[src/rtl/pkt_buffer_reader.sv]
// Packet buffer reader: walks a linked list of buffer words and streams them out over AXI-Stream.
// Optional statistics counters are built when PKT_BUFFER_READER_STATS_EN is defined.
module pkt_buffer_reader #(
    parameter int ADDR_WIDTH = 12,
    parameter int DATA_WIDTH = 256,
    parameter int LEN_WIDTH  = 8
) (
    input  logic                  clk,
    input  logic                  rst,
    input  logic                  s_deq_valid,
    output logic                  s_deq_ready,
    input  logic [ADDR_WIDTH-1:0] s_deq_sop_addr,
    input  logic [LEN_WIDTH-1:0]  s_deq_len,
    output logic                  m_am_rd_en,
    output logic                  m_am_first_word_en,
    output logic [ADDR_WIDTH-1:0] m_am_rd_pkt_sop_addr,
    input  logic [ADDR_WIDTH-1:0] s_am_fl_tail_next,
    output logic                  m_mem_rd_en,
    output logic [ADDR_WIDTH-1:0] m_mem_rd_addr,
    input  logic [DATA_WIDTH-1:0] s_mem_rd_data,
    output logic [DATA_WIDTH-1:0] m_axis_tdata,
    output logic                  m_axis_tvalid,
    input  logic                  m_axis_tready,
    output logic                  m_axis_tlast,
    output logic                  m_err,
    output logic                  m_busy,
    output logic [31:0]           m_pkt_count,
    output logic [31:0]           m_word_count
);

    typedef enum logic [1:0] {
        ST_IDLE  = 2'd0,
        ST_FIRST = 2'd1,
        ST_BODY  = 2'd2
    } state_t;

    localparam logic [LEN_WIDTH-1:0] LEN_ZERO = {LEN_WIDTH{1'b0}};
    localparam logic [LEN_WIDTH-1:0] LEN_ONE  = {{(LEN_WIDTH-1){1'b0}}, 1'b1};

    state_t                r_state;
    state_t                w_state_next;
    logic                  r_started;
    logic                  r_err;
    logic [ADDR_WIDTH-1:0] r_sop;
    logic [LEN_WIDTH-1:0]  r_remaining;
    logic                  r_inflight;
    logic                  r_inflight_last;
    logic [DATA_WIDTH-1:0] r_buf_data [2];
    logic [1:0]            r_buf_last;
    logic                  r_wptr;
    logic                  r_rptr;
    logic [1:0]            r_count;

    logic                  w_accept;
    logic                  w_pop;
    logic [2:0]            w_credit;
    logic                  w_credit_ok;
    logic                  w_issue;
    logic                  w_issue_first;
    logic                  w_issue_last;
    logic [ADDR_WIDTH-1:0] w_rd_addr;

    assign s_deq_ready = r_started && (r_state == ST_IDLE);
    assign w_accept    = s_deq_valid && s_deq_ready;
    assign w_pop       = m_axis_tvalid && m_axis_tready;
    // A word leaving the buffer this cycle frees its slot, which is what sustains one word per cycle.
    assign w_credit    = {1'b0, r_count} + {2'b00, r_inflight} - {2'b00, w_pop};
    assign w_credit_ok = (w_credit < 3'd2);

    // Next-state and issue decode.
    always_comb begin
        w_state_next  = r_state;
        w_issue       = 1'b0;
        w_issue_first = 1'b0;
        w_issue_last  = 1'b0;
        w_rd_addr     = {ADDR_WIDTH{1'b0}};
        case (r_state)
            ST_IDLE: begin
                if (w_accept && (s_deq_len != LEN_ZERO)) begin
                    w_state_next = ST_FIRST;
                end else begin
                    w_state_next = ST_IDLE;
                end
            end
            ST_FIRST: begin
                if (w_credit_ok) begin
                    w_issue       = 1'b1;
                    w_issue_first = 1'b1;
                    w_issue_last  = (r_remaining == LEN_ONE);
                    w_rd_addr     = r_sop;
                    w_state_next  = (r_remaining == LEN_ONE) ? ST_IDLE : ST_BODY;
                end else begin
                    w_state_next = ST_FIRST;
                end
            end
            ST_BODY: begin
                if (w_credit_ok) begin
                    w_issue      = 1'b1;
                    w_issue_last = (r_remaining == LEN_ONE);
                    w_rd_addr    = s_am_fl_tail_next;
                    w_state_next = (r_remaining == LEN_ONE) ? ST_IDLE : ST_BODY;
                end else begin
                    w_state_next = ST_BODY;
                end
            end
            default: begin
                w_state_next = ST_IDLE;
            end
        endcase
    end

    // FSM state register.
    always_ff @(posedge clk or posedge rst) begin
        if (rst) begin
            r_state <= ST_IDLE;
        end else begin
            r_state <= w_state_next;
        end
    end

    // Request latch, word countdown, error pulse and in-flight read tracking.
    always_ff @(posedge clk or posedge rst) begin
        if (rst) begin
            r_started       <= 1'b0;
            r_err           <= 1'b0;
            r_sop           <= {ADDR_WIDTH{1'b0}};
            r_remaining     <= LEN_ZERO;
            r_inflight      <= 1'b0;
            r_inflight_last <= 1'b0;
        end else begin
            r_started       <= 1'b1;
            r_err           <= w_accept && (s_deq_len == LEN_ZERO);
            r_inflight      <= w_issue;
            r_inflight_last <= w_issue_last;
            if (w_accept) begin
                r_sop       <= s_deq_sop_addr;
                r_remaining <= s_deq_len;
            end else if (w_issue) begin
                r_remaining <= r_remaining - LEN_ONE;
            end
        end
    end

    // Output buffer pointers, occupancy and last flags.
    always_ff @(posedge clk or posedge rst) begin
        if (rst) begin
            r_wptr     <= 1'b0;
            r_rptr     <= 1'b0;
            r_count    <= 2'd0;
            r_buf_last <= 2'b00;
        end else begin
            if (r_inflight) begin
                r_buf_last[r_wptr] <= r_inflight_last;
                r_wptr             <= ~r_wptr;
            end
            if (w_pop) begin
                r_rptr <= ~r_rptr;
            end
            r_count <= r_count + {1'b0, r_inflight} - {1'b0, w_pop};
        end
    end

    // Output buffer data storage; contents are masked whenever the buffer is empty.
    always_ff @(posedge clk) begin
        if (r_inflight) begin
            r_buf_data[r_wptr] <= s_mem_rd_data;
        end
    end

    assign m_axis_tvalid        = (r_count != 2'd0);
    assign m_axis_tdata         = m_axis_tvalid ? r_buf_data[r_rptr] : {DATA_WIDTH{1'b0}};
    assign m_axis_tlast         = m_axis_tvalid && r_buf_last[r_rptr];
    assign m_mem_rd_en          = w_issue;
    assign m_mem_rd_addr        = w_rd_addr;
    assign m_am_rd_en           = w_issue;
    assign m_am_first_word_en   = w_issue_first;
    assign m_am_rd_pkt_sop_addr = w_issue_first ? r_sop : {ADDR_WIDTH{1'b0}};
    assign m_err                = r_err;
    assign m_busy               = (r_state != ST_IDLE) || (r_count != 2'd0);

`ifdef PKT_BUFFER_READER_STATS_EN
    logic [31:0] r_pkt_count;
    logic [31:0] r_word_count;

    // Emitted packet and word counters, wrapping naturally at 2^32.
    always_ff @(posedge clk or posedge rst) begin
        if (rst) begin
            r_pkt_count  <= 32'd0;
            r_word_count <= 32'd0;
        end else if (w_pop) begin
            r_word_count <= r_word_count + 32'd1;
            if (m_axis_tlast) begin
                r_pkt_count <= r_pkt_count + 32'd1;
            end
        end
    end

    assign m_pkt_count  = r_pkt_count;
    assign m_word_count = r_word_count;
`else
    assign m_pkt_count  = 32'd0;
    assign m_word_count = 32'd0;
`endif

endmodule

[config.mk]
export PLATFORM = sky130hd
export DESIGN_NAME = pkt_buffer_reader
export DESIGN_NICKNAME = d
export VERILOG_FILES = /design/src/rtl/pkt_buffer_reader.sv
export SDC_FILE = /design/constraint.sdc
export NUM_CORES = 1
export LEC_CHECK = 0
export CAP_MARGIN = 20
export CORE_AREA = 2 2 254 256
export CTS_CLUSTER_SIZE = 8
export DETAILED_ROUTE_END_ITERATION = 6
export DIE_AREA = 0 0 256 258
export DONT_BUFFER_PORTS = 1
export GPL_TIMING_DRIVEN = 0
export PLACE_DENSITY = 0.58
export SYNTH_ARGS = -nofsm -noshare
export SYNTH_HDL_FRONTEND = slang
export SYNTH_SLANG_ARGS = --single-unit
[constraint.sdc]
create_clock -name clk -period 18.5 [get_ports clk]
set_input_delay 3.7 -clock clk [delete_from_list [all_inputs] [get_ports clk]]
set_output_delay 3.7 -clock clk [all_outputs]
set_load 0.005 [all_outputs]
==> results.toml, run 1 <==
[finish]
drive_above_1_share_pct = 13.7
nNetsFinal = 1803
ff_latch_area_mm2 = 0.0162
fillers = 5787
multi_input_area_mm2 = 0.00470
final_cells = 2376
final_util_pct = 39.8
syn2layout_area_growth_pct = 18.1
diodes = 0

[power]
power_mw = 3.86
p_leak_nw = 9.44
irDropWorstVdd_v = 0.0000956
power_switching_share_pct = 32.2
p_seq_share_pct = 39.9
switching_power_mw = 1.24
comb_power_share_pct = 27.0
power.density_mw_per_mm2 = 152
pwr-share-clk_pct = 33.2
p_int_mw = 2.61

[logic_synthesis]
synth_edf_count = 512
seq_area_frac_synth_pct = 75.4
yosys-top-cells-count = "512 x edfxtp_1, 261 x nor2_1, 258 x mux2i_1"
ys_warn_count = 0
synth.top_cell.area_share_pct = 71.7
ys.flop_type = "edfxtp_1"
synth.largest_area_cell = "edfxtp_1"
async_reset_ff_share_pct = 5.88
synth_most_common_cell = "edfxtp_1"
yosysUniqueCellTypes = 33
synth_area_mm2 = 0.0214
syn_inst = 1343
syn_avg_cell_area_um2 = 16.0
synth_area_leaders = "edfxtp_1 72%, mux2i_1 12%, nor2_1 4.6%"
ys_ff_latch = 544

[floorplan]
die_area_mm2 = 0.0660
core_mm2 = 0.0636
rows = 93
initial_core_util_pct = 33.7
die_x_um = 256
num_io_pins = 644
fp.dieH_um = 258

[timing]
worstMarginPinSlew_ns = 0.958
finalCriticalPeriod_ns = 9.95
hold_viol = 0
rsz0062_at_grt = "false"
skew_ns = 0.0413
finalCritPeriodShare_pct = 53.8
slew_headroom_pct = 36.1
slew_viol_final = 0
setup-violations-final = 0
fmax_ghz = 0.100

[clock_tree]
cts_buffers = 78
clockBufferDepth = 3
clkLatencyLatePin_ns = 0.61
cts.repair.resized = 0
post-cts-setup-buffers = 0
cts_max_level = 3
root_buffer = "clkbuf_16"
cts_tree = "yes"
clk_pin_slew_worst_paths_ns = 0.05
cts_hold_buf = 0
cts_sinks = 544

[setup_path]
start_kind = "input port"
path_class = "input port to output pin"
end_kind = "output pin"
reg2reg_depth = 11
crit_arrival_ns = 6.25
crit_fanout = 10
crit_required_ns = 14.80

[drt]
drt_iter0_drc = 515
vias = 11000
wl_um = 51300
drcViolationCount = 0
drt-wirelength-per-cell_um = 21.6
drt-vias-per-instance = 4.62
final_antenna_net_count = 0
first_pass_iters = 4

[global_route]
grt_max_degree = 65
grt-ovfl-total = 0
grt_pass1_wl_um = 73900
antenna_found_initial = 3
grt_pass1_vias = 11600
track_usage_pct = 15.1

[placed_design]
place_hpwl_um = 37500
gp_congestion = 0.854
port_buffers = 0
placed_cells = 2277

[hold_path]
whs_path_depth = 1
min_path_type = "register to register"

[outcome]
status = "completed"

[job]
maxCapViolations = 0
## state kept, by name, indices dropped and copies added, names as in the netlist
name and flops:
r_buf_last 2, r_inflight_last 1, r_inflight 1, r_remaining 8, r_sop 12, r_buf_data 512, r_started 1, r_state 2
r_count 2, r_rptr 1, r_wptr 1, m_err 1
## worst max-delay path: stages
cell	delay, ns
nor2b_1	0.15
ha_1	0.33
inv_1	0.04
ha_1	0.18
fa_1	0.63
nor3b_2	0.58
buf_2	0.34
a22oi_1	0.13
nor2b_1	0.18
## worst paths after layout
check,startpoint,end,slack [ns]
min in group asynchronous,rst,r_sop[3]$_DFFE_PP0P_,3.14
max in group asynchronous,rst,r_count[0]$_DFF_PP0_,14.75
max,m_axis_tready,m_mem_rd_addr[11],8.55
min,r_buf_last[0]$_DFFE_PP0P_,r_buf_last[0]$_DFFE_PP0P_,0.50
min reg2reg,r_buf_last[0]$_DFFE_PP0P_,r_buf_last[0]$_DFFE_PP0P_,0.50
max reg2reg,r_count[1]$_DFF_PP0_,r_remaining[1]$_DFFE_PP0P_,14.78
## layer usage
metal	vias up	part of all wire [%]	track usage, %
met2	522	52	27.0
met5	-	0.090	0
met1	5322	34	14.7
met4	6	3.1	6.30
li1	5028	-	-
met3	99	11	7.64
## cells in the final DEF, fill, tap and decap left out, types with 2 or more instances in the layout
cell type	synthesis	layout
a22oi_1	12	12
buf_4	65	65
nor2_1	261	260
o21ai_1	4	4
nor3b_2	3	3
nor2b_1	14	13
clkinv_16	0	2
inv_1	10	10
edfxtp_1	512	512
and2_1	15	14
dfrtp_1	32	32
nor4_1	3	3
buf_16	0	8
xor2_1	2	2
ha_1	8	8
o21ai_0	4	4
xnor2_1	8	8
buf_12	0	7
clkbuf_1	36	48
conb_1	2	65
nand2_1	47	47
nor3_1	4	4
mux2_2	3	3
buf_2	29	29
inv_16	0	3
clkbuf_16	0	79
mux2i_1	258	258
## stage by stage
step                      area [µm²]  worst slack, ns  hold WS, ns  TNS, ns
after floorplan                21700             5.14        0.455        0
after global routing           25300             8.35        0.523        0
final                          25300             8.55        0.504        0
after global placement         22700            -1.98        0.469  -213.71
after CTS                      25300             8.55        0.509        0
after detailed placement       23100             8.57        0.498        0
## cell families after synthesis
kind of cell               count (synthesis)  share of synthesized area [%]
AOI/OAI and AO/OA                         21                          0.630
other                                      2                         0.0350
muxes                                    261                           12.2
and+or+nand+nor                          355                           6.94
DFF                                      544                           75.4
adders and majority gates                  9                          0.560
buffers and inverters                    141                           3.78
xor gates and xnor gates                  10                          0.409
## final cells by class
cell class                      count  share of cell area (%)
Buffer                            131                    3.05
Clock inverter                      8                   0.642
Multi-Input combinational cell    721                    18.6
Tap cell                          855                    4.23
Clock buffer                       91                    7.99
Timing Repair Buffer               16                    1.48
Inverter                           10                   0.148
Sequential cell                   544                    63.9
## power by group through the flow
stage / combinational [mW] / sequential, mW / clock [mW]
2_1_floorplan: 0.728 / 1.59 / 0
3_3_place_gp: 1.04 / 1.62 / 0
3_5_place_dp: 1.07 / 1.56 / 0
4_1_cts: 1.08 / 1.54 / 1.31
5_1_grt: 1.14 / 1.55 / 1.36
6_report: 1.04 / 1.54 / 1.28
Power figures use the tool's default switching activity.
==> run 2, diff against run 1 <==
==> constraint.sdc (replaced) <==
create_clock -name clk -period 10.15 [get_ports clk]
set_input_delay 2.03 -clock clk [delete_from_list [all_inputs] [get_ports clk]]
set_output_delay 2.03 -clock clk [all_outputs]
set_load 0.005 [all_outputs]
==> results.toml, run 2 (synthesized netlist as in run 1, its figures left out) <==
[placed_design]
gp_congestion = 0.847
place_hpwl_um = 37800
pre_cts_ws_ns = 3.60
port_buffers = 0

[clock_tree]
clk_pin_slew_worst_paths_ns = 0.05
post-cts-setup-buffers = 0
cts_buffers = 77
root_buffer = "clkbuf_16"
cts_sinks = 544
cts_hold_buf = 0
clockBufferDepth = 3
cts_tree = "yes"
clkLatencyLatePin_ns = 0.60
cts_max_level = 3
cts.repair.resized = 0

[floorplan]
die_x_um = 256
die_area_mm2 = 0.0660
core_mm2 = 0.0636
fp.dieH_um = 258
initial_core_util_pct = 33.7
rows = 93
num_io_pins = 644

[finish]
layout_commonest_cell = "edfxtp_1"
drive_above_1_share_pct = 13.5
largestRegisters = "r_buf_data: 512 flops, r_sop: 12 flops, r_remaining: 8 flops"
syn2layout_area_growth_pct = 17.7
final_cell_mix = "512 x edfxtp_1, 261 x nor2_1, 258 x mux2i_1"
largest_reg_flops = 512
fillers = 5824
nNetsFinal = 1801
top_register = "r_buf_data"

[drt]
wl_um = 51400
vias = 11000
drcViolationCount = 0
final_antenna_net_count = 0
drt_iter0_drc = 607
first_pass_iters = 5
drt-vias-per-instance = 4.66
drt-wirelength-per-cell_um = 21.7

[timing]
rsz0062_at_grt = "false"
setup_ws_ns = 3.60
finalCritPeriodShare_pct = 64.5
whs_ns = 0.508
worstMarginPinSlew_ns = 0.885
slew_viol_final = 0
finalCriticalPeriod_ns = 6.55
skew_ns = 0.0386
hold_viol = 0
fmax_ghz = 0.153
slew_headroom_pct = 40.9
setup-violations-final = 0

[setup_path]
regToRegEndpoint = "r_remaining[5]$_DFFE_PP0P_"
crit_end = "m_mem_rd_addr[1]"
crit_fanout = 10
path_class = "input port to output pin"
start_kind = "input port"
crit_start = "m_axis_tready"
crit_required_ns = 8.12
rr_startpoint = "r_count[1]$_DFF_PP0_"
r2r_setup_slack_ns = 6.50
reg2reg_depth = 10
crit_arrival_ns = 4.52
end_kind = "output pin"

[global_route]
track_usage_pct = 15.1
grt_pass1_vias = 11600
antenna_found_initial = 7
grt_max_degree = 66
grt_pass1_wl_um = 74100
grt-ovfl-total = 0

[hold_path]
min_path_type = "register to register"

[job]
maxCapViolations = 0

[power]
power.density_mw_per_mm2 = 276
p_leak_nw = 9.40
irDropWorstVdd_v = 0.000193

[outcome]
status = "completed"
[run 2: layout make-up]
type | count | area, µm² | area share [%]
clock buffer | 88 | 1990 | 7.88
buffer | 131 | 772 | 3.06
inverter | 10 | 37.5 | 0.149
timing repair buffer | 15 | 348 | 1.38
tap | 855 | 1070 | 4.24
clock inverter | 6 | 139 | 0.550
multi-input combinational | 721 | 4700 | 18.6
sequential | 544 | 16200 | 64.1
antenna | 2 | 5.00 | 0.0198
[run 2: power breakdown]
| part | switching [mW] | internal, mW |
|---|---|---|
| combinational | 1.28 | 0.620 |
| sequential | 0.0820 | 2.72 |
| clock | 0.895 | 1.38 |
[run 2: through the flow]
stage	power [mW]	utilization, %	cell area [µm²]	setup TNS, ns	instances
final	6.97	39.6	25200	0	2372
after CTS	7.11	39.6	25200	0	2370
after global routing	7.34	39.6	25200	0	2370
after floorplan	4.20	-	21700	0	1406
after global placement	4.82	35.7	22700	-310.91	2261
after detailed placement	4.80	36.3	23100	0	2276
[run 2: worst min-delay path by stage]
stage,start,endpoint,cells after the start
after detailed placement,r_sop[7]$_DFFE_PP0P_,r_sop[7]$_DFFE_PP0P_,2
after floorplan,r_sop[0]$_DFFE_PP0P_,r_sop[0]$_DFFE_PP0P_,2
final,r_inflight_last$_DFF_PP0_,r_buf_last[1]$_DFFE_PP0P_,1
after CTS,r_sop[7]$_DFFE_PP0P_,r_sop[7]$_DFFE_PP0P_,2
after global routing,r_buf_last[0]$_DFFE_PP0P_,r_buf_last[0]$_DFFE_PP0P_,1
after global placement,r_wptr$_DFFE_PP0P_,r_wptr$_DFFE_PP0P_,1
[run 2: worst max-delay path, stage by stage]
cell	delay, ns
nor2b_1	0.15
ha_1	0.34
inv_1	0.04
ha_1	0.19
fa_1	0.62
nor3b_2	0.53
buf_2	0.33
a22oi_1	0.12
nor2b_1	0.18
[run 2: metal layers]
layer | part of all wire [%] | routed length [µm] | global-route usage, % | vias to the layer above
li1 | - | - | - | 5024
met1 | 34 | 17700 | 15.1 | 5363
met2 | 50 | 25900 | 26.2 | 529
met3 | 12 | 6110 | 8.15 | 121
met4 | 3.2 | 1660 | 6.17 | 8
met5 | 0.11 | 55 | 0 | -
==> run 3, diff against run 2 <==
--- a/config.mk
+++ b/config.mk
@@ -12,7 +12,7 @@
 export DIE_AREA = 0 0 256 258
 export DONT_BUFFER_PORTS = 1
 export GPL_TIMING_DRIVEN = 0
-export PLACE_DENSITY = 0.58
+export PLACE_DENSITY = 0.59
 export SYNTH_ARGS = -nofsm -noshare
 export SYNTH_HDL_FRONTEND = slang
 export SYNTH_SLANG_ARGS = --single-unit
==> constraint.sdc (replaced) <==
create_clock -name clk -period 5.4 [get_ports clk]
set_input_delay 1.08 -clock clk [delete_from_list [all_inputs] [get_ports clk]]
set_output_delay 1.08 -clock clk [all_outputs]
set_load 0.005 [all_outputs]
==> results.toml, run 3 (synthesized netlist as in run 1, its figures left out) <==
[outcome]
status = "completed"

[setup_path]
slowest_delay_ns = 0.64
crit_arrival_ns = 3.97
cp_slowest_cell = "fa_1"
path_class = "register to output pin"
crit_required_ns = 4.32
regToRegEndpoint = "r_remaining[1]$_DFFE_PP0P_"
rr_startpoint = "r_count[1]$_DFF_PP0_"
crit_fanout = 10
start_kind = "register"
end_kind = "output pin"
path_delay_family = "simple AND/OR/NAND/NOR gates"
crit_buf_inv = 3
crit_chain = "nor2_1 -> buf_6 -> nor2b_1 -> ha_1 -> inv_1 -> ha_1 -> fa_1 -> nor3b_4 -> buf_2 -> a22oi_1 -> nor2b_1"
reg2reg_depth = 12
r2r_setup_slack_ns = 1.70

[placed_design]
port_buffers = 0
pre_cts_ws_ns = 0.670
placed_cells = 2276
dpl_cell_area_mm2 = 0.0231
gp_congestion = 0.863
place_hpwl_um = 37900

[timing]
setup_tns_ns = 0
rsz0062_at_grt = "false"
slew_headroom_pct = 36.8
finalCriticalPeriod_ns = 5.05
worstMarginPinSlew_ns = 0.948
hold_viol = 0
fmax_ghz = 0.198
skew_ns = 0.0267
slew_viol_final = 0
whs_ns = 0.359
setup-violations-final = 0
setup_ws_ns = 0.351
finalCritPeriodShare_pct = 93.5

[clock_tree]
root_buffer = "clkbuf_16"
clkLatencyLatePin_ns = 0.61
cts_max_level = 3
cts_sinks = 544
clk_pin_slew_worst_paths_ns = 0.05
clockBufferDepth = 3
post-cts-setup-buffers = 0
cts_tree = "yes"
cts_buffers = 78

[finish]
final_util_pct = 39.7
drive_above_1_share_pct = 13.6
largest_reg_flops = 512
final_cell_area_mm2 = 0.0253
final_cells = 2378
layout_commonest_cell = "edfxtp_1"
largestRegisters = "r_buf_data: 512 flops, r_sop: 12 flops, r_remaining: 8 flops"
syn2layout_area_growth_pct = 17.9
diodes = 0
final_cell_mix = "512 x edfxtp_1, 261 x nor2_1, 258 x mux2i_1"
nNetsFinal = 1803
top_register = "r_buf_data"

[drt]
drcViolationCount = 0
drt-vias-per-instance = 4.64
drt-wirelength-per-cell_um = 21.6
final_antenna_net_count = 0
vias = 11000
drt_iter0_drc = 611
first_pass_iters = 5
wl_um = 51300

[power]
p_leak_nw = 9.43
irDropWorstVdd_v = 0.000302
power_mw = 13.2
power.density_mw_per_mm2 = 523

[job]
maxCapViolations = 0

[floorplan]
die_area_mm2 = 0.0660
core_mm2 = 0.0636
rows = 93
num_io_pins = 644
fp.dieH_um = 258
initial_core_util_pct = 33.7
die_x_um = 256

[global_route]
grt-ovfl-total = 0
grt_pass1_wl_um = 73500
grt_pass1_vias = 11400
antenna_found_initial = 3
track_usage_pct = 15.0
grt_max_degree = 62

[hold_path]
min_path_type = "input port to asynchronous set/reset pin"
-- run 3: cell count changes in the layout (fill, tap and decap cells not counted) --
cell | before | now
buf_12 | 7 | 9
clkinv_2 | 0 | 1
clkbuf_1 | 46 | 49
nor3b_4 | 0 | 1
nor3b_2 | 3 | 2
buf_6 | 0 | 1
diode_2 | 2 | 0
clkinv_1 | 0 | 2
clkbuf_16 | 78 | 79
buf_16 | 7 | 5
-- run 3: worst max-delay path by stage --
stage	start	endpoint	slack, ns	depth (start not counted)
finish	r_count[1]$_DFF_PP0_	m_mem_rd_addr[3]	0.35	11
global route	r_count[1]$_DFF_PP0_	m_mem_rd_addr[3]	0.1	11
CTS	r_count[1]$_DFF_PP0_	m_mem_rd_addr[3]	0.16	11
detailed placement	m_axis_tready	m_mem_rd_addr[3]	0.67	9
global placement	r_inflight$_DFF_PP0_	r_buf_last[0]$_DFFE_PP0P_	-1.71	2
floorplan	r_inflight$_DFF_PP0_	r_buf_last[0]$_DFFE_PP0P_	0.51	2
-- run 3: layer usage --
metal / vias up / GRT usage (%) / share of wire [%]
li1: 5037 / - / -
met1: 5344 / 15.3 / 35
met2: 534 / 26.4 / 51
met3: 112 / 7.09 / 11
met4: 4 / 6.30 / 3.2
met5: - / 0 / 0.051
-- run 3: layout make-up --
type | instances | area, µm²
buffer | 131 | 772
clock buffer | 92 | 2030
clock inverter | 9 | 151
fill | 5779 | 38400
inverter | 10 | 37.5
multi-input combinational | 721 | 4710
sequential | 544 | 16200
tap | 855 | 1070
timing repair buffer | 16 | 344
-- run 3: power by group --
part | internal (mW) | leakage, nW | switching (mW)
sequential | 5.12 | 5.04 | 0.149
combinational | 1.17 | 3.34 | 2.45
clock | 2.63 | 1.05 | 1.70
total | 8.92 | 9.43 | 4.30
-- run 3: what timing repair did --
item                                    in CTS  in global routing
resized for setup                            0                  1
hold endpoints to repair                     0                  0
hold buffers                                 0                  0
endpoints found under the setup margin       0                  4
==> RTL change 1, RTL diff (config.mk and constraints of run 1) <==
Build with the macro `PKT_BUFFER_READER_STATS_EN` defined.
--- a/src/rtl/pkt_buffer_reader.sv
+++ b/src/rtl/pkt_buffer_reader.sv
@@ -1,4 +1,6 @@
 // Packet buffer reader: walks a linked list of buffer words and streams them out over AXI-Stream.
 // Optional statistics counters are built when PKT_BUFFER_READER_STATS_EN is defined.
+`define PKT_BUFFER_READER_STATS_EN
+
 module pkt_buffer_reader #(
     parameter int ADDR_WIDTH = 12,
Behaviour: not the same (Yosys sat finds a counterexample within 10 cycles, from zero or initial values and one cycle with rst high).
==> RTL change 1 against run 1 <==
Sequential cell count grew 64. Wire length grew 16%. Area after synthesis grew 11%. Maximum frequency shrank 5.0%. Total power grew 8.3%. Cell area grew 9.0%. Setup slack lost 520 ps. Sequential power grew 10%.
==> RTL change 1: results (changes against run 1) <==
The share of layout cells above drive strength 1 came out at 7.53% (was 13.7%). The share of the synthesized area in compound gates (AO/OA/AOI/OAI) came out at 0.528% (was 0.630%). The number of DRC markers after the initial detailed-route iteration is 830 (was 515).

The clock network power share came to 33.8% (was 33.2%). The post-synthesis sequential area ratio is 75.0% (was 75.4%). The arrival time at the worst endpoint came to 6780 ps (was 6250 ps).

The final-layout clock-cell area share is 8.79% (was 8.63%). The multi-input combinational cell area came out at 5630 um^2 (was 4700 um^2). The net count reported at finish was 1942 (was 1803).

The async set-reset flop share out of synthesis came to 15.8% (was 5.88%). The number of buffers added by the clock tree synthesis step came to 86 (was 78). The count of clock-net buffers in the final layout came out at 114 (was 91). The total number of clock tree sinks is 608 (was 544). The flip-flop and latch share of the layout cell area is 64.4% (was 63.9%). Outcome: finished clean (unchanged). The non-clock inverter count in the final layout came to 15 (was 10). The worst supply voltage drop on vdd came out at 0.116 mV (was 0.0956 mV).

The largest clock skew in the final design came to 37.3 ps (was 41.3 ps). The peak per-stage delay on the critical path came out at 400 ps (was 630 ps). The post-synthesis share of cell area spent on xor and xnor gates is 2.66% (was 0.409%).

The global router's overall resource usage came to 17.6% (was 15.1%). The global-route wire length before repair was 86100 um (was 73900 um). The count of multi-input gates was 843 (was 721).

The signed area change from the synthesized netlist to the final layout is 16.4% (was 18.1%). The mux contribution to synthesized area is 11.0% (was 12.2%). The total leakage power came out at 10.4 nW (was 9.44 nW). The maximum number of pins on one net before global-route repair came out at 66 (was 65). Top post-synthesis cells by area: edfxtp_1 65%, mux2i_1 11%, dfrtp_1 10%, nor2_1 4.5%, xnor2_1 1.6% (was edfxtp_1 72%, mux2i_1 12%, nor2_1 4.6%, dfrtp_1 3.7%, buf_4 2.3%). The unique cell type count in the Yosys netlist is 38 (was 33). The instance area at placement came out at 25200 um^2 (was 23100 um^2). The transition time at the pin with the least slew margin is 1020 ps (was 958 ps). The share of total power consumed by net switching is 32.0% (was 32.2%). The arithmetic-cell share of the synthesized area counting full adders, half adders and majority gates is 0.612% (was 0.560%). The weighted congestion reported at the end of routability-driven placement was 0.871 (was 0.854). The area share of buffers outside the clock network came out at 2.34% (was 4.53%). The fill cell instance count of the final layout was 5707 (was 5787).

The slowest stage cell on the critical path is clkbuf_1 (was fa_1).
RTL change 1: final timing paths:
path / start / to / slack [ps] / depth (start not counted)
min reg2reg: r_sop[9]$_DFFE_PP0P_ / r_sop[9]$_DFFE_PP0P_ / 470 / 2
min in group asynchronous: rst / m_pkt_count[25]$_DFFE_PP0P_ / 3060 / 1
max reg2reg: r_count[1]$_DFF_PP0_ / r_remaining[2]$_DFFE_PP0P_ / 14540 / 12
max: m_axis_tready / m_mem_rd_addr[2] / 8020 / 12
min: r_sop[9]$_DFFE_PP0P_ / r_sop[9]$_DFFE_PP0P_ / 470 / 2
max in group asynchronous: rst / r_remaining[3]$_DFFE_PP0P_ / 14740 / 2
RTL change 1: layer usage:
layer | vias up | GRT usage [%] | part of all wire [%]
met3 | 128 | 7.76 | 10
met5 | - | 0 | 0.022
li1 | 5739 | - | -
met1 | 6369 | 19.3 | 37
met4 | 2 | 8.22 | 3.8
met2 | 552 | 29.4 | 50
RTL change 1: worst max-delay path: cells and delay by family:
kind                       cells  cell delay, ps
AOI/OAI and AO/OA              2             440
xor gates and xnor gates       1             210
adders and majority gates      3             910
buffers and inverters          3             740
and+or+nand+nor                3             770
RTL change 1: metrics by stage:
stage / worst slack, ps / power [W] / hold slack (ps) / cells
3_3_place_gp: -2100 / 0.00285 / 450 / 2390
3_5_place_dp: 8010 / 0.00282 / 460 / 2406
5_1_grt: 7860 / 0.00438 / 493 / 2528
6_report: 8020 / 0.00418 / 474 / 2528
4_1_cts: 8000 / 0.00425 / 474 / 2528
2_1_floorplan: 5140 / 0.00246 / 437 / 1535
==> RTL change 2, RTL diff (config.mk and constraints of run 1) <==
Made on the original files. Put one more register stage on the output `m_err`. The value now appears one clock later. The other outputs are not delayed to match.
--- a/src/rtl/pkt_buffer_reader.sv
+++ b/src/rtl/pkt_buffer_reader.sv
@@ -176,5 +176,7 @@
     assign m_am_first_word_en   = w_issue_first;
     assign m_am_rd_pkt_sop_addr = w_issue_first ? r_sop : {ADDR_WIDTH{1'b0}};
-    assign m_err                = r_err;
+    always_ff @(posedge clk) begin
+        m_err <= r_err;
+    end
     assign m_busy               = (r_state != ST_IDLE) || (r_count != 2'd0);
 
Formal check against the unedited RTL: not equivalent (a bounded check fails within 4 cycles, from zero or initial values and one cycle with rst high).
==> RTL change 2 against run 1 <==
Via count rose by 0.82%. Total power about the same. Count of clock-buffer cells in the layout unchanged. Critical endpoint is now m_mem_rd_addr[1]. First-iteration DRC count increased by 1.6%. Area after synthesis about the same. Sequential cell count increased by 1. Cell area barely moved. Largest cell class unchanged. Wire length up 1.7%. Critical path depth is the same. Sequential power is essentially flat. Largest power group unchanged. Maximum frequency down 0.45%. Setup slack got worse by 45 ps. Highest routed layer is now met4.
==> RTL change 2: results (changes against run 1) <==
The unique cell type count in the Yosys netlist is 34 (was 33). The post-synthesis sequential area ratio is 75.5% (was 75.4%). The highest metal layer used by the detailed router is met4 (was met5).

The met1 capacity usage during global routing is 15.5% (was 14.7%). The global router's overall resource usage came out at 15.3% (was 15.1%). The sum of net half-perimeters after detailed placement came to 38400 um (was 37500 um). The sum of routed wire segments on met1 is 18000 um (was 17300 um). The total iterations of the first detailed-routing run is 5 (was 4).

The total leakage power came out at 9.44 nW (about the same). Outcome: finished clean (unchanged). The async set-reset flop share out of synthesis came out at 5.87% (was 5.88%). The synthesized area per cell came out at 16.0 um^2 (about the same). The cell count after placement is 2278 (was 2277). The initial antenna violation count is 2 (was 3). The global-route wire length before repair came out at 74900 um (was 73900 um). The worst setup slack before clock tree synthesis was 8520 ps (was 8570 ps). The largest clock skew in the final design came out at 45.4 ps (was 41.3 ps). The worst supply voltage drop on vdd came out at 0.0779 mV (was 0.0956 mV). The share of the synthesized area in compound gates (AO/OA/AOI/OAI) is 0.630% (about the same).

The family with the most delay on the worst path was simple AND/OR/NAND/NOR gates (was adder cells). The number of DRC markers after the initial detailed-route iteration is 523 (was 515). The share of layout cells above drive strength 1 is 13.7% (about the same). The weighted congestion reported at the end of routability-driven placement came to 0.859 (was 0.854). The per-cell via count in the routed design came out at 4.65 (was 4.62).

Top post-synthesis cells by area: edfxtp_1 72%, mux2i_1 12%, nor2_1 4.6%, dfrtp_1 3.7%, buf_4 2.3% (unchanged). The arithmetic-cell share of the synthesized area counting full adders, half adders and majority gates is 0.560% (about the same). The slowest stage cell on the critical path is nor3b_2 (was fa_1). The arrival time at the worst endpoint is 6300 ps (was 6250 ps). The transition time at the pin with the least slew margin is 1000 ps (was 958 ps). The met2 wire length was 27000 um (was 26500 um). The post-synthesis share of cell area spent on xor and xnor gates is 0.408% (was 0.409%).
RTL change 2: cell count changes after synthesis:
| cell | change |
|---|---|
| dfxtp_1 | +1 |
RTL change 2: final cells by class:
type,count,area share (%)
clock buffer,91,7.99
sequential,545,64.0
tap,855,4.22
buffer,131,3.05
clock inverter,8,0.544
antenna,4,0.0395
timing repair buffer,16,1.48
inverter,10,0.148
multi-input combinational,721,18.6
RTL change 2: logic make-up (layout without fill, tap and decap cells):
logic type | Yosys count | count (layout)
DFF | 545 | 545
and+or+nand+nor | 355 | 355
muxes | 261 | 261
buffers and inverters | 141 | 256
AOI/OAI and AO/OA | 21 | 21
xor gates and xnor gates | 10 | 10
adders and majority gates | 9 | 9
other | 2 | 69
RTL change 2: final timing paths:
path,start,end,cells past startpoint,slack [ps]
worst max-delay path,m_axis_tready,m_mem_rd_addr[1],9,8500
worst min-delay path,r_err$_DFF_PP0_,m_err$_DFF_P_,0,340
worst max register to register,r_count[1]$_DFF_PP0_,r_remaining[7]$_DFFE_PP0P_,10,14650
worst min register to register,r_err$_DFF_PP0_,m_err$_DFF_P_,0,340
max in group asynchronous,rst,r_buf_last[0]$_DFFE_PP0P_,2,14930
min in group asynchronous,rst,r_sop[11]$_DFFE_PP0P_,1,3020
RTL change 2: stage by stage:
stage	instance area [um^2]	power, W	TNS (ps)
finish	25300	0.00386	0
global route	25300	0.00405	0
CTS	25300	0.00393	0
detailed placement	23200	0.00265	0
global placement	22800	0.00267	-154200
floorplan	21700	0.00232	0
RTL change 2: report_power, final:
group          switching, W  internal, W
sequential        0.0000447      0.00150
clock              0.000498     0.000766
combinational      0.000706     0.000346
